[config.mk]
export PLATFORM = sky130hd
export DESIGN_NAME = mskaes_32bits_round_controller_flat
export DESIGN_NICKNAME = d
export VERILOG_FILES = /design/src/rtl/mskaes_32bits_round_controller_if.sv /design/src/rtl/mskaes_32bits_round_controller.sv /design/src/flat_wrapper.sv
export SDC_FILE = /design/constraint.sdc
export NUM_CORES = 1
export LEC_CHECK = 0
export ABC_CLOCK_PERIOD_IN_PS = 2000
export BUFFER_PORTS_ARGS = -buffer_cell sky130_fd_sc_hd__clkbuf_2
export CAP_MARGIN = 0
export CORE_MARGIN = 2
export CORE_UTILIZATION = 45
export DETAILED_ROUTE_END_ITERATION = 7
export PLACE_DENSITY = 0.75
export SETUP_SLACK_MARGIN = 0.3
export SLEW_MARGIN = 20
export SYNTH_ARGS = -nofsm -noshare
export SYNTH_HDL_FRONTEND = slang
export SYNTH_SLANG_ARGS = --single-unit
[constraint.sdc]
create_clock -name clk -period 2 [get_ports clk]
set_input_delay 0.5 -clock clk [delete_from_list [all_inputs] [get_ports clk]]
set_output_delay 0.5 -clock clk [all_outputs]
set_load 0.01 [all_outputs]
[src/rtl/mskaes_32bits_round_controller_if.sv]
// Control bundle between the masked AES round controller and its neighbours
// (top-level control, state datapath, key scheduler, PRNG).
interface mskaes_32bits_round_controller_if;
  logic       in_valid;
  logic       in_inverse;
  logic       in_ready;
  logic       rnd_valid;
  logic       rnd_ready;
  logic       key_col_req;
  logic       dp_enable;
  logic       sb_enable;
  logic       dp_init;
  logic       dp_en_MC;
  logic       dp_en_loop;
  logic       dp_en_inverse;
  logic       dp_in_AKfinal;
  logic [3:0] round_idx;
  logic [1:0] col_idx;
  logic       out_valid;
  logic       out_ready;

  // Controller side
  modport master (
    input  in_valid, in_inverse, rnd_valid, out_ready,
    output in_ready, rnd_ready, key_col_req, dp_enable, sb_enable, dp_init,
           dp_en_MC, dp_en_loop, dp_en_inverse, dp_in_AKfinal, round_idx, col_idx,
           out_valid
  );

  // Environment side
  modport slave (
    output in_valid, in_inverse, rnd_valid, out_ready,
    input  in_ready, rnd_ready, key_col_req, dp_enable, sb_enable, dp_init,
           dp_en_MC, dp_en_loop, dp_en_inverse, dp_in_AKfinal, round_idx, col_idx,
           out_valid
  );
endinterface

[src/rtl/mskaes_32bits_round_controller.sv]
// Round sequencer for the masked 32-bit AES datapath: one column per cycle, gated on
// fresh S-box randomness, with an S-box drain wait between rounds and a final AddRoundKey pass.
module mskaes_32bits_round_controller #(
  parameter int unsigned NROUNDS = 10,
  parameter int unsigned SB_LAT  = 4
) (
  input logic                                 clk,
  input logic                                 rst,
  mskaes_32bits_round_controller_if.master    ctrl
);

  localparam int unsigned WaitW = (SB_LAT > 1) ? $clog2(SB_LAT) : 1;
  localparam logic [WaitW-1:0] WaitLast  = WaitW'(SB_LAT - 1);
  localparam logic [3:0]       LastRound = 4'(NROUNDS - 1);

  typedef enum logic [2:0] {StIdle, StRound, StWait, StFinal, StDone} state_e;

  state_e           state_q, state_d;
  logic [3:0]       round_q, round_d;
  logic [1:0]       col_q, col_d;
  logic [WaitW-1:0] wait_q, wait_d;
  logic             mode_q, mode_d;
  logic             mc_round;

  always_ff @(posedge clk) begin
    if (rst) begin
      state_q <= StIdle;
      round_q <= '0;
      col_q   <= '0;
      wait_q  <= '0;
      mode_q  <= 1'b0;
    end else begin
      state_q <= state_d;
      round_q <= round_d;
      col_q   <= col_d;
      wait_q  <= wait_d;
      mode_q  <= mode_d;
    end
  end

  // Encryption skips MixColumns in the last round, decryption skips it in the first.
  assign mc_round = mode_q ? (round_q != 4'd0) : (round_q != LastRound);

  always_comb begin
    state_d = state_q;
    round_d = round_q;
    col_d   = col_q;
    wait_d  = wait_q;
    mode_d  = mode_q;

    ctrl.in_ready      = 1'b0;
    ctrl.rnd_ready     = 1'b0;
    ctrl.key_col_req   = 1'b0;
    ctrl.dp_enable     = 1'b0;
    ctrl.sb_enable     = 1'b0;
    ctrl.dp_init       = 1'b0;
    ctrl.dp_en_MC      = 1'b0;
    ctrl.dp_en_loop    = 1'b0;
    ctrl.dp_in_AKfinal = 1'b0;
    ctrl.out_valid     = 1'b0;
    ctrl.dp_en_inverse = (state_q != StIdle) & mode_q;
    ctrl.round_idx     = round_q;
    ctrl.col_idx       = col_q;

    unique case (state_q)
      StIdle: begin
        ctrl.in_ready = 1'b1;
        if (ctrl.in_valid) begin
          ctrl.dp_init   = 1'b1;
          ctrl.dp_enable = 1'b1;
          mode_d         = ctrl.in_inverse;
          round_d        = '0;
          col_d          = '0;
          state_d        = StRound;
        end
      end
      StRound: begin
        ctrl.dp_en_MC = mc_round;
        if (ctrl.rnd_valid) begin
          ctrl.dp_enable   = 1'b1;
          ctrl.sb_enable   = 1'b1;
          ctrl.rnd_ready   = 1'b1;
          ctrl.key_col_req = 1'b1;
          col_d            = col_q + 2'd1;
          if (col_q == 2'd3) begin
            wait_d  = '0;
            state_d = StWait;
          end
        end
      end
      StWait: begin
        ctrl.sb_enable = 1'b1;
        ctrl.dp_en_MC  = mc_round;
        if (wait_q == WaitLast) begin
          if (round_q < LastRound) begin
            round_d = round_q + 4'd1;
            state_d = StRound;
          end else begin
            state_d = StFinal;
          end
        end else begin
          wait_d = wait_q + 1'b1;
        end
      end
      StFinal: begin
        ctrl.dp_enable     = 1'b1;
        ctrl.key_col_req   = 1'b1;
        ctrl.dp_en_loop    = 1'b1;
        ctrl.dp_in_AKfinal = 1'b1;
        col_d              = col_q + 2'd1;
        if (col_q == 2'd3) begin
          state_d = StDone;
        end
      end
      StDone: begin
        ctrl.out_valid = 1'b1;
        if (ctrl.out_ready) begin
          round_d = '0;
          col_d   = '0;
          state_d = StIdle;
        end
      end
      default: state_d = StIdle;
    endcase
  end

endmodule
[src/flat_wrapper.sv]
// flat-port wrapper written by rule: the top's interface ports become plain ports
module mskaes_32bits_round_controller_flat 
#(
  parameter int unsigned NROUNDS = 10,
  parameter int unsigned SB_LAT  = 4
)
  (clk, rst, ctrl_in_valid, ctrl_in_inverse, ctrl_rnd_valid, ctrl_out_ready, ctrl_in_ready, ctrl_rnd_ready, ctrl_key_col_req, ctrl_dp_enable, ctrl_sb_enable, ctrl_dp_init, ctrl_dp_en_MC, ctrl_dp_en_loop, ctrl_dp_en_inverse, ctrl_dp_in_AKfinal, ctrl_round_idx, ctrl_col_idx, ctrl_out_valid);
  mskaes_32bits_round_controller_if ctrl_i ();
  input logic clk;
  input logic rst;
  input wire logic [$bits(ctrl_i.in_valid)-1:0] ctrl_in_valid;
  input wire logic [$bits(ctrl_i.in_inverse)-1:0] ctrl_in_inverse;
  input wire logic [$bits(ctrl_i.rnd_valid)-1:0] ctrl_rnd_valid;
  input wire logic [$bits(ctrl_i.out_ready)-1:0] ctrl_out_ready;
  output wire logic [$bits(ctrl_i.in_ready)-1:0] ctrl_in_ready;
  output wire logic [$bits(ctrl_i.rnd_ready)-1:0] ctrl_rnd_ready;
  output wire logic [$bits(ctrl_i.key_col_req)-1:0] ctrl_key_col_req;
  output wire logic [$bits(ctrl_i.dp_enable)-1:0] ctrl_dp_enable;
  output wire logic [$bits(ctrl_i.sb_enable)-1:0] ctrl_sb_enable;
  output wire logic [$bits(ctrl_i.dp_init)-1:0] ctrl_dp_init;
  output wire logic [$bits(ctrl_i.dp_en_MC)-1:0] ctrl_dp_en_MC;
  output wire logic [$bits(ctrl_i.dp_en_loop)-1:0] ctrl_dp_en_loop;
  output wire logic [$bits(ctrl_i.dp_en_inverse)-1:0] ctrl_dp_en_inverse;
  output wire logic [$bits(ctrl_i.dp_in_AKfinal)-1:0] ctrl_dp_in_AKfinal;
  output wire logic [$bits(ctrl_i.round_idx)-1:0] ctrl_round_idx;
  output wire logic [$bits(ctrl_i.col_idx)-1:0] ctrl_col_idx;
  output wire logic [$bits(ctrl_i.out_valid)-1:0] ctrl_out_valid;
  assign ctrl_i.in_valid = ctrl_in_valid;
  assign ctrl_i.in_inverse = ctrl_in_inverse;
  assign ctrl_i.rnd_valid = ctrl_rnd_valid;
  assign ctrl_i.out_ready = ctrl_out_ready;
  assign ctrl_in_ready = ctrl_i.in_ready;
  assign ctrl_rnd_ready = ctrl_i.rnd_ready;
  assign ctrl_key_col_req = ctrl_i.key_col_req;
  assign ctrl_dp_enable = ctrl_i.dp_enable;
  assign ctrl_sb_enable = ctrl_i.sb_enable;
  assign ctrl_dp_init = ctrl_i.dp_init;
  assign ctrl_dp_en_MC = ctrl_i.dp_en_MC;
  assign ctrl_dp_en_loop = ctrl_i.dp_en_loop;
  assign ctrl_dp_en_inverse = ctrl_i.dp_en_inverse;
  assign ctrl_dp_in_AKfinal = ctrl_i.dp_in_AKfinal;
  assign ctrl_round_idx = ctrl_i.round_idx;
  assign ctrl_col_idx = ctrl_i.col_idx;
  assign ctrl_out_valid = ctrl_i.out_valid;
  mskaes_32bits_round_controller #(.NROUNDS(NROUNDS), .SB_LAT(SB_LAT)) u_core (.clk(clk), .rst(rst), .ctrl(ctrl_i));
endmodule
==> flow_summary.ini <==
[synthesis]
ys_types = 36
avgSynthCellArea_um2 = 8.60
syn_inst = 96
syn-num-nets = 107
syn_area_um2 = 826
synth.yosys.seq_area_share = 0.291
yosys_register_bits = 12
async_flop_share = 0
synth_warnings = 0
ys_dominant_reg_cell = dfxtp_1
synth_edf_count = 0

[cells_and_area]
drive_gt1_frac = 0.504
syn2layout_area_growth_pct = 47.3
diodes = 0
fillers = 133
mostFrequentLayoutCells = clkbuf_2, buf_4, nor2_1
fin_nets = 149

[place]
dp_slack_ps = 214
post-dp-hpwl_mm = 1.36
place_congestion = 0.841
io_buffers = 22

[clocking]
cts-root-buf = clkbuf_4
cts_buffers = 3
cts_hold_buf = 0
h-tree-depth = 1
cts_sinks = 12
clock_path_buffers = 2
cts_tree = done
insertion_delay_ps = 280
clkSlewWorstSetupHoldPaths_ps = 90

[setup_path]
endpoint_kind = primary output
r2r-end = u_core.ctrl.col_idx[1]
rr_worst_depth = 6
crit_path_max_incr_delay_ps = 390
cp_data_arrival_time_ps = 1370
worst_ep_required_time_ps = 1500
path_max_fanout = 7
rr_startpoint = u_core.state_q[2]
r2r_setup_slack_ps = 290
slowest_stage = dfxtp_4
path_cells = and3b_1, or3_1, clkbuf_2
worstSetupPathType = flip-flop to primary output
startpoint_type = flip-flop

[floorplanning]
dieArea_um2 = 2190
core_um2 = 1730
start_util = 0.478
die_h_um = 46.8
ioPinCount = 23
die_width_um = 46.8
rows = 15

[outcome]
outcome = complete, no violations

[route]
drtPass1Iterations = 4
wl_mm = 2.38
ant_nets = 0
vias = 884
drt-initial-drc-count = 24
wl_per_cell_um = 14.7
via_per_inst = 5.46
route.detailed.drc = 0

[sta]
rsz0062_at_grt = true
relSlewSlack = 0.698
setup_violations = 0
clock.fmax_mhz = 534
slew_violations = 0
worst_pin_slew_ps = 446
fin_tns_setup_ps = 0
clock_skew_ps = 6.19
final.min_clock_period_ps = 1870
fin_ws_ps = 127
post-route-period-util = 0.937
hold_viol = 0

[power_and_ir_drop]
clock_power_share = 0.274
switching_share = 0.321
p_seq_frac = 0.368
p_leak_nw = 0.527
comb_power_share = 0.358
ir_worst_vdd_v = 0.000397
p_switching_w = 0.000233
power.density_nw_per_um2 = 598
intPower_w = 0.000494

[global_routing]
track_usage = 0.219
grt_max_degree = 15
grt_pass1_wl_mm = 3.37
grt_pass1_vias = 755
antenna_found_initial = 0
grt_overflow = 0

[worst_hold_path]
holdCritStartpoint = ctrl_in_inverse
hp-class = input port to flip-flop
min_to = u_core.mode_q
whs_path_depth = 3

[job]
cap_violations = 0
## cell families after synthesis
logic type,after synthesis,synth area share
and+or+nand+nor,45,0.339
adders and majority gates,5,0.0758
DFF,12,0.291
muxes,3,0.0364
buffers and inverters,10,0.0576
AOI/OAI and AO/OA,21,0.200
## per-stage QoR
stage	util	power, W	cell area (um2)	cells	hold slack, ps
5_1_grt	0.704	0.000766	1220	162	504
4_1_cts	0.646	0.000708	1110	157	454
2_1_floorplan	-	0.000410	826	96	450
3_5_place_dp	0.565	0.000479	976	143	466
3_3_place_gp	0.565	0.000476	976	143	462
6_report	0.704	0.000727	1220	162	449
## routing by layer
layer	routed length, um	global-route usage	up-vias
li1	-	-	435
met4	95	0.111	0
met2	1240	0.364	37
met3	129	0.0462	11
met5	0	0	-
met1	922	0.267	401
## layout make-up
class	instances	area [um2]	area share
multi-input combinational	74	594	0.489
inverter	5	23.8	0.0195
sequential	12	256	0.211
tap	25	31.3	0.0257
clock buffer	4	36.3	0.0298
timing repair buffer	42	274	0.225
## what timing repair did
action,in CTS,in global routing
gates resized for setup,15,18
buffers inserted,10,5
setup endpoints to repair,14,16
pin swaps,3,4
## worst max-delay path by stage
stage | start | to | slack, ps | cells past startpoint
5_1_grt | u_core.ctrl.round_idx[1] | ctrl_dp_en_MC | 80 | 7
2_1_floorplan | ctrl_in_valid | ctrl_dp_enable | 310 | 2
3_3_place_gp | ctrl_rnd_valid | ctrl_dp_enable | 220 | 4
3_5_place_dp | ctrl_rnd_valid | ctrl_dp_enable | 210 | 4
4_1_cts | u_core.state_q[2] | ctrl_dp_enable | 130 | 3
6_report | u_core.state_q[2] | ctrl_dp_enable | 130 | 3
## critical path: cells and delay by family, from the launching register on
kind / cells / cell delay [ps]
buf+inv: 1 / 130
flops: 1 / 390
simple gates: 2 / 570
## power groups by stage
stage | registers [W] | logic, W | clock network (W)
floorplan | 0.000268 | 0.000142 | 0
global placement | 0.000278 | 0.000199 | 0
detailed placement | 0.000278 | 0.000201 | 0
CTS | 0.000266 | 0.000242 | 0.000200
global route | 0.000268 | 0.000283 | 0.000215
finish | 0.000267 | 0.000260 | 0.000199
## flip-flops by register name, indices dropped and copies added, names as in the netlist
| name | flops |
|---|---|
| u_core.wait_q | 2 |
| u_core.state_q | 3 |
| u_core.ctrl.col_idx | 2 |
| u_core.mode_q | 1 |
| u_core.ctrl.round_idx | 4 |
## cell usage after synthesis, types with 2 or more instances
cell	n	area [um2]
a311oi_1	2	17.5
nor2b_1	2	12.5
mux2i_1	3	30.0
nor3b_1	2	15.0
ha_1	5	62.6
nand3_1	2	10.0
a21oi_1	8	40.0
buf_4	2	15.0
nand2b_1	5	31.3
buf_2	2	10.0
o31ai_1	2	15.0
inv_1	5	18.8
nand3b_1	2	15.0
and3b_1	2	17.5
nor2_1	11	41.3
nor4b_1	3	26.3
dfxtp_1	12	240
o21ai_1	2	10.0
nor3_1	2	10.0
nand2_1	6	22.5
Power figures use the tool's default switching activity.
